`config.mk`:
```
export PLATFORM = sky130hd
export DESIGN_NAME = pc_flow_ctrl
export DESIGN_NICKNAME = d
export VERILOG_FILES = /design/src/rtl/wisc_pkg.sv /design/src/rtl/branch_cond_eval.sv /design/src/rtl/pc_flow_ctrl.sv
export SDC_FILE = /design/constraint.sdc
export NUM_CORES = 1
export LEC_CHECK = 0
export CORE_ASPECT_RATIO = 0.75
export CORE_MARGIN = 8
export CORE_UTILIZATION = 30
export CTS_CLUSTER_DIAMETER = 40
export DETAILED_ROUTE_END_ITERATION = 10
export DONT_BUFFER_PORTS = 1
export PLACE_DENSITY = 0.43
export SLEW_MARGIN = 0
export SYNTH_ARGS = -nofsm -noshare
export SYNTH_HDL_FRONTEND = slang
export SYNTH_SLANG_ARGS = --single-unit
```
`constraint.sdc`:
```
create_clock -name clk -period 2.8 [get_ports clk]
set_clock_uncertainty 0.1 [all_clocks]
set_input_delay 0.28 -clock clk [delete_from_list [all_inputs] [get_ports clk]]
set_output_delay 0.28 -clock clk [all_outputs]
set_load 0.005 [all_outputs]
```
`src/rtl/wisc_pkg.sv`:
```
// ----------------------------------------------------------------------------
// wisc_pkg
// Shared definitions for the WISC 16-bit core flow-control logic:
//   - opcode constants (instr[15:12])
//   - branch condition codes (instr[11:9])
//   - flag register bit indices ({Z,N,V})
//   - halt state machine enum
//   - helper that tells which flag bits an opcode updates
// ----------------------------------------------------------------------------
package wisc_pkg;

    // Opcodes
    localparam logic [3:0] OP_ADD    = 4'b0000;
    localparam logic [3:0] OP_SUB    = 4'b0001;
    localparam logic [3:0] OP_XOR    = 4'b0010;
    localparam logic [3:0] OP_RED    = 4'b0011;
    localparam logic [3:0] OP_SLL    = 4'b0100;
    localparam logic [3:0] OP_SRA    = 4'b0101;
    localparam logic [3:0] OP_ROR    = 4'b0110;
    localparam logic [3:0] OP_PADDSB = 4'b0111;
    localparam logic [3:0] OP_LW     = 4'b1000;
    localparam logic [3:0] OP_SW     = 4'b1001;
    localparam logic [3:0] OP_LHB    = 4'b1010;
    localparam logic [3:0] OP_LLB    = 4'b1011;
    localparam logic [3:0] OP_B      = 4'b1100;
    localparam logic [3:0] OP_BR     = 4'b1101;
    localparam logic [3:0] OP_PCS    = 4'b1110;
    localparam logic [3:0] OP_HLT    = 4'b1111;

    // Branch condition codes
    localparam logic [2:0] CC_NE  = 3'b000;
    localparam logic [2:0] CC_EQ  = 3'b001;
    localparam logic [2:0] CC_GT  = 3'b010;
    localparam logic [2:0] CC_LT  = 3'b011;
    localparam logic [2:0] CC_GE  = 3'b100;
    localparam logic [2:0] CC_LE  = 3'b101;
    localparam logic [2:0] CC_OV  = 3'b110;
    localparam logic [2:0] CC_UNC = 3'b111;

    // Flag register layout is {Z,N,V}
    localparam int FLAG_Z = 2;
    localparam int FLAG_N = 1;
    localparam int FLAG_V = 0;

    // Halt state machine
    typedef enum logic {
        RUN    = 1'b0,
        HALTED = 1'b1
    } state_t;

    // Mask of flag bits an opcode writes. Arithmetic writes all three,
    // logical/shift ops write Z only, everything else leaves the flags alone.
    function automatic logic [2:0] flag_write_mask(input logic [3:0] op);
        logic [2:0] mask;
        mask = 3'b000;
        case (op)
            OP_ADD, OP_SUB:                  mask = 3'b111;
            OP_XOR, OP_SLL, OP_SRA, OP_ROR:  mask[FLAG_Z] = 1'b1;
            default:                         mask = 3'b000;
        endcase
        return mask;
    endfunction

endpackage

```
`src/rtl/branch_cond_eval.sv`:
```
// ----------------------------------------------------------------------------
// branch_cond_eval
// Combinational evaluation of a branch condition code against the flag
// register.
//   ccc       in  3  condition code from instr[11:9]
//   flags     in  3  registered {Z,N,V}
//   cond_true out 1  condition satisfied
// ----------------------------------------------------------------------------
import wisc_pkg::*;

module branch_cond_eval (
    input  logic [2:0] ccc,
    input  logic [2:0] flags,
    output logic       cond_true
);

    logic z;
    logic n;
    logic v;

    assign z = flags[FLAG_Z];
    assign n = flags[FLAG_N];
    assign v = flags[FLAG_V];

    // Decode the condition code; GE is Z | (!Z & !N), which reduces to Z | !N.
    always_comb begin
        cond_true = 1'b0;
        case (ccc)
            CC_NE:   cond_true = ~z;
            CC_EQ:   cond_true = z;
            CC_GT:   cond_true = ~z & ~n;
            CC_LT:   cond_true = n;
            CC_GE:   cond_true = z | ~n;
            CC_LE:   cond_true = n | z;
            CC_OV:   cond_true = v;
            CC_UNC:  cond_true = 1'b1;
            default: cond_true = 1'b0;
        endcase
    end

endmodule

```
`src/rtl/pc_flow_ctrl.sv`:
```
// ----------------------------------------------------------------------------
// pc_flow_ctrl
// Program counter, {Z,N,V} flag register and halt state machine of the
// single-cycle WISC core. Resolves B/BR, produces the next PC and the PCS
// writeback value, and freezes fetch after HLT until reset.
//   clk          in   1   core clock
//   rst_n        in   1   synchronous active-low reset
//   stall        in   1   hold PC, flags and FSM this cycle
//   instr        in   16  [15:12] opcode, [11:9] ccc, [8:0] imm9
//   branch       in   1   decoder Branch strobe (B or BR)
//   branch_reg   in   1   decoder BranchReg strobe (BR)
//   pcs          in   1   decoder PCS strobe
//   halt_in      in   1   decoder Halt strobe
//   rs_data      in   16  BR target from register file
//   alu_z/n/v    in   1   ALU flag results for current instruction
//   pc           out  16  current fetch address
//   pc_plus2     out  16  pc+2, PCS writeback data
//   branch_taken out  1   current branch resolved taken
//   flags        out  3   {Z,N,V}
//   halted       out  1   core stopped
// ----------------------------------------------------------------------------
import wisc_pkg::*;

module pc_flow_ctrl #(
    parameter logic [15:0] PC_RESET = 16'h0000
) (
    input  logic        clk,
    input  logic        rst_n,
    input  logic        stall,
    input  logic [15:0] instr,
    input  logic        branch,
    input  logic        branch_reg,
    input  logic        pcs,
    input  logic        halt_in,
    input  logic [15:0] rs_data,
    input  logic        alu_z,
    input  logic        alu_n,
    input  logic        alu_v,
    output logic [15:0] pc,
    output logic [15:0] pc_plus2,
    output logic        branch_taken,
    output logic [2:0]  flags,
    output logic        halted
);

    state_t      state;
    logic        cond_true;
    logic [15:0] br_offset;
    logic [15:0] next_pc;
    logic [2:0]  wr_mask;
    logic [2:0]  next_flags;
    logic        unused_pcs;

    // pcs only selects writeback data elsewhere; pc_plus2 is always valid.
    assign unused_pcs = pcs;

    branch_cond_eval u_cond (
        .ccc       (instr[11:9]),
        .flags     (flags),
        .cond_true (cond_true)
    );

    assign pc_plus2     = pc + 16'd2;
    assign branch_taken = branch & ~halted & cond_true;

    // imm9 is a signed word offset: sign-extend and shift left by one.
    assign br_offset = {{6{instr[8]}}, instr[8:0], 1'b0};

    // Next-PC mux: BR jumps to rs_data untouched, B is PC-relative.
    always_comb begin
        next_pc = pc_plus2;
        if (branch_taken) begin
            if (branch_reg) begin
                next_pc = rs_data;
            end else begin
                next_pc = pc_plus2 + br_offset;
            end
        end
    end

    // Only the flag bits the opcode owns are replaced; the rest hold.
    assign wr_mask    = flag_write_mask(instr[15:12]);
    assign next_flags = (flags & ~wr_mask) | ({alu_z, alu_n, alu_v} & wr_mask);

    // PC, flags and halt FSM. Once HALTED nothing but reset moves the core;
    // on HLT the PC stays on the HLT address.
    always_ff @(posedge clk) begin
        if (!rst_n) begin
            pc     <= PC_RESET;
            flags  <= 3'b000;
            state  <= RUN;
            halted <= 1'b0;
        end else if (state == RUN && !stall) begin
            flags <= next_flags;
            if (halt_in) begin
                state  <= HALTED;
                halted <= 1'b1;
            end else begin
                pc <= next_pc;
            end
        end
    end

endmodule

```
==> qor.yml <==
synthArstFlopShare: 0
cts.htree.levels: 1
setup_viol: 0
crit_path_max_incr_delay_ps: 340
synth_top_area_share: 0.1908
via_count: 2225
outcome: "completed"
finalHoldViolCount: 0
dpl.hpwl_mm: 6.035
hp-class: "input pin to flop"
post-route-util: 0.4269
slew_viol_final: 0
nets: 391
fp.dieH_um: 88.43
grt_start_max_net_pins: 31
hold_depth: 2
arrival_ps: 2670
wirelength_mm: 7.563
grt_pass1_wl_mm: 11.74
gp_congestion: 0.7778
start_kind: "flop"
crit_path_end_kind: "flop"
ant_nets: 0
r2r_cells: 12
max_freq_ghz: 0.3795
drt-pass1-iter-count: 4
n_fill_cell: 695
critPathKind: "flop to flop"
ir_drop_mv: 0.1460
worstReg2RegStart: "pc[5]"
postSynthAreaPerCell_um2: 7.467
synth_cell_types: 52
fin_area_um2: 2903
cts_made_buffers: 3
total_leakage_power_nw: 1.209
place_area_um2: 2579
path_clk_slew_ps: 70
synth.most_common_cell: "a21oi_1"
drt_iter0_drc: 84
wl_met3_um: 691
wire_per_inst_um: 18.36
fin_crit_sh: 0.9410
worstMarginPinSlew_ps: 682.8
path_cells: "and3_4 > and3_4 > nand3_4 > xnor2_4 > ha_4 > buf_4 > o21a_1 > o211ai_1 > a221o_1 > o31a_1 > o21ai_0 > o21ai_0"
die-area_um2: 9954
drive_above_1_share: 0.3079
dr_wl_met2_mm: 3.433
cts_tree: "done"
ys.flop_type: "dfxtp_1"
hold_start: "rs_data[0]"
power.density_nw_per_um2: 273.9
yosys-top-cells-area: "dfxtp_1 (19%), ha_1 (11%), a21oi_1 (6.4%)"
die-width_um: 112.6
rrSetupSlack_ps: 170
reg2reg_to: "pc[14]"
clock_path_buffers: 2
io_pins: 79
area_growth_pct: 38.34
holdPathEnd: "pc[0]"
top_layer_used: "met4"
cts_sinks: 20
via_per_inst: 5.400
initial_core_util: 0.3086
core-area_um2: 6799
cp_slowest_cell: "a221o_1"
cp_max_fo: 6
placementRows: 26
slew_headroom: 0.5448
min_period_ps: 2635
syn_area_um2: 2098
met1_length_mm: 3.425
synth-edff-count: 0
synth_common_cells: "a21oi_1 (27), nand2_1 (22), nor2_1 (22)"
synth.net_count: 342
rsz0062_at_grt: "yes"
netlist_instances: 281
gr-usage-all-layers: 0.1481
yosys_warnings: 0
setup_tns_ps: 0
grt_antenna_before_repair: 0
holdBufCountCts: 0
diodes: 0
grt_pass1_vias: 2214
worstPathRequired_ps: 2840
drc_errors: 0
grt_overflow: 0
synth_area_leader_cell: "dfxtp_1"
ys_ff_latch: 20
yosysSeqAreaShare: 0.1908
cap_violations: 0
cts-root-buf: "clkbuf_8"
portBuffers: 0
insertion_delay_ps: 260
[per-layer routing]
layer / global-route usage / up-vias
met1: 0.1820 / 1028
li1: - / 1130
met5: 0 / -
met3: 0.06680 / 2
met4: 0.01463 / 0
met2: 0.2411 / 65
[worst max-delay path: cells and delay by family, from the launching register on]
kind                       cells  cell delay, ps
buffers and inverters          1             130
DFF                            1             330
and+or+nand+nor                3             570
xor gates and xnor gates       1             180
adders and majority gates      1             310
AOI/OAI and AO/OA              6             890
[through the flow]
step	hold slack (ps)	setup slack (ps)	cells	total power (W)
global placement	329.8	-149.9	407	0.0005813
global route	65.54	-20.96	412	0.0008556
detailed placement	334.4	-148.9	407	0.0005836
floorplan	323.9	9.826	281	0.0004881
finish	66.74	165.1	412	0.0007952
CTS	60.97	7.585	410	0.0007844
[logic make-up (layout without fill, tap and decap cells)]
group / count (synthesis) / count (layout) / synth area share
flops: 20 / 20 / 0.1908
mux: 11 / 11 / 0.05307
compound gates: 88 / 88 / 0.2612
xor+xnor: 22 / 22 / 0.09541
fa+ha+maj: 19 / 19 / 0.1169
buf+inv: 25 / 72 / 0.04889
simple gates: 96 / 96 / 0.2338
[power by group]
| group | total [W] | switching (W) | internal [W] |
|---|---|---|---|
| clock | 0.000190 | 0.0000937 | 0.0000958 |
| combinational | 0.000298 | 0.000154 | 0.000144 |
| sequential | 0.000308 | 0.0000128 | 0.000295 |
[worst max-delay path by stage]
stage | from | endpoint | slack [ps] | depth (start not counted)
2_1_floorplan | pc[3] | pc[15] | 10 | 14
3_3_place_gp | pc[3] | pc[13] | -150 | 11
3_5_place_dp | pc[5] | pc[13] | -150 | 11
4_1_cts | pc[1] | pc[15] | 8 | 13
5_1_grt | pc[5] | pc[13] | -20 | 12
6_report | pc[5] | pc[14] | 170 | 12
[layout by cell type, fill, tap and decap left out, types with 3 or more instances in the layout]
| cell type | instances |
|---|---|
| ha_4 | 7 |
| o211ai_1 | 5 |
| nand3_2 | 3 |
| xor2_1 | 3 |
| a211oi_1 | 5 |
| clkbuf_8 | 3 |
| mux2i_1 | 10 |
| nor4_1 | 4 |
| ha_1 | 11 |
| inv_1 | 11 |
| buf_4 | 57 |
| a21oi_1 | 24 |
| nand2_1 | 21 |
| nand3_1 | 12 |
| nor4b_1 | 3 |
| o21ai_1 | 4 |
| o21ai_0 | 17 |
| or3_1 | 4 |
| nor2_1 | 18 |
| and3_4 | 3 |
| a32oi_1 | 4 |
| o21a_1 | 3 |
| nor3_1 | 3 |
| a31oi_1 | 5 |
| a21oi_2 | 3 |
| xor2_2 | 3 |
| o22ai_1 | 3 |
| xnor2_1 | 10 |
| dfxtp_1 | 17 |
| nand2b_1 | 4 |
| nor2b_1 | 3 |
[timing repair]
action | 4_1_cts | 5_1_grt
resized for setup | 14 | 34
buffers inserted | 0 | 2
pin swaps | 3 | 6
endpoints found under the setup margin | 7 | 8
[cell type report]
cell class                 instances  area [um^2]  area share
timing repair buffer              57        427.9      0.1474
clock buffer                       3        41.29     0.01422
inverter                          12        45.04     0.01552
tap                               84        105.1     0.03621
multi-input combinational        236         1877      0.6466
sequential                        20        406.6      0.1401
No activity file was read; power rests on OpenSTA's default activity.
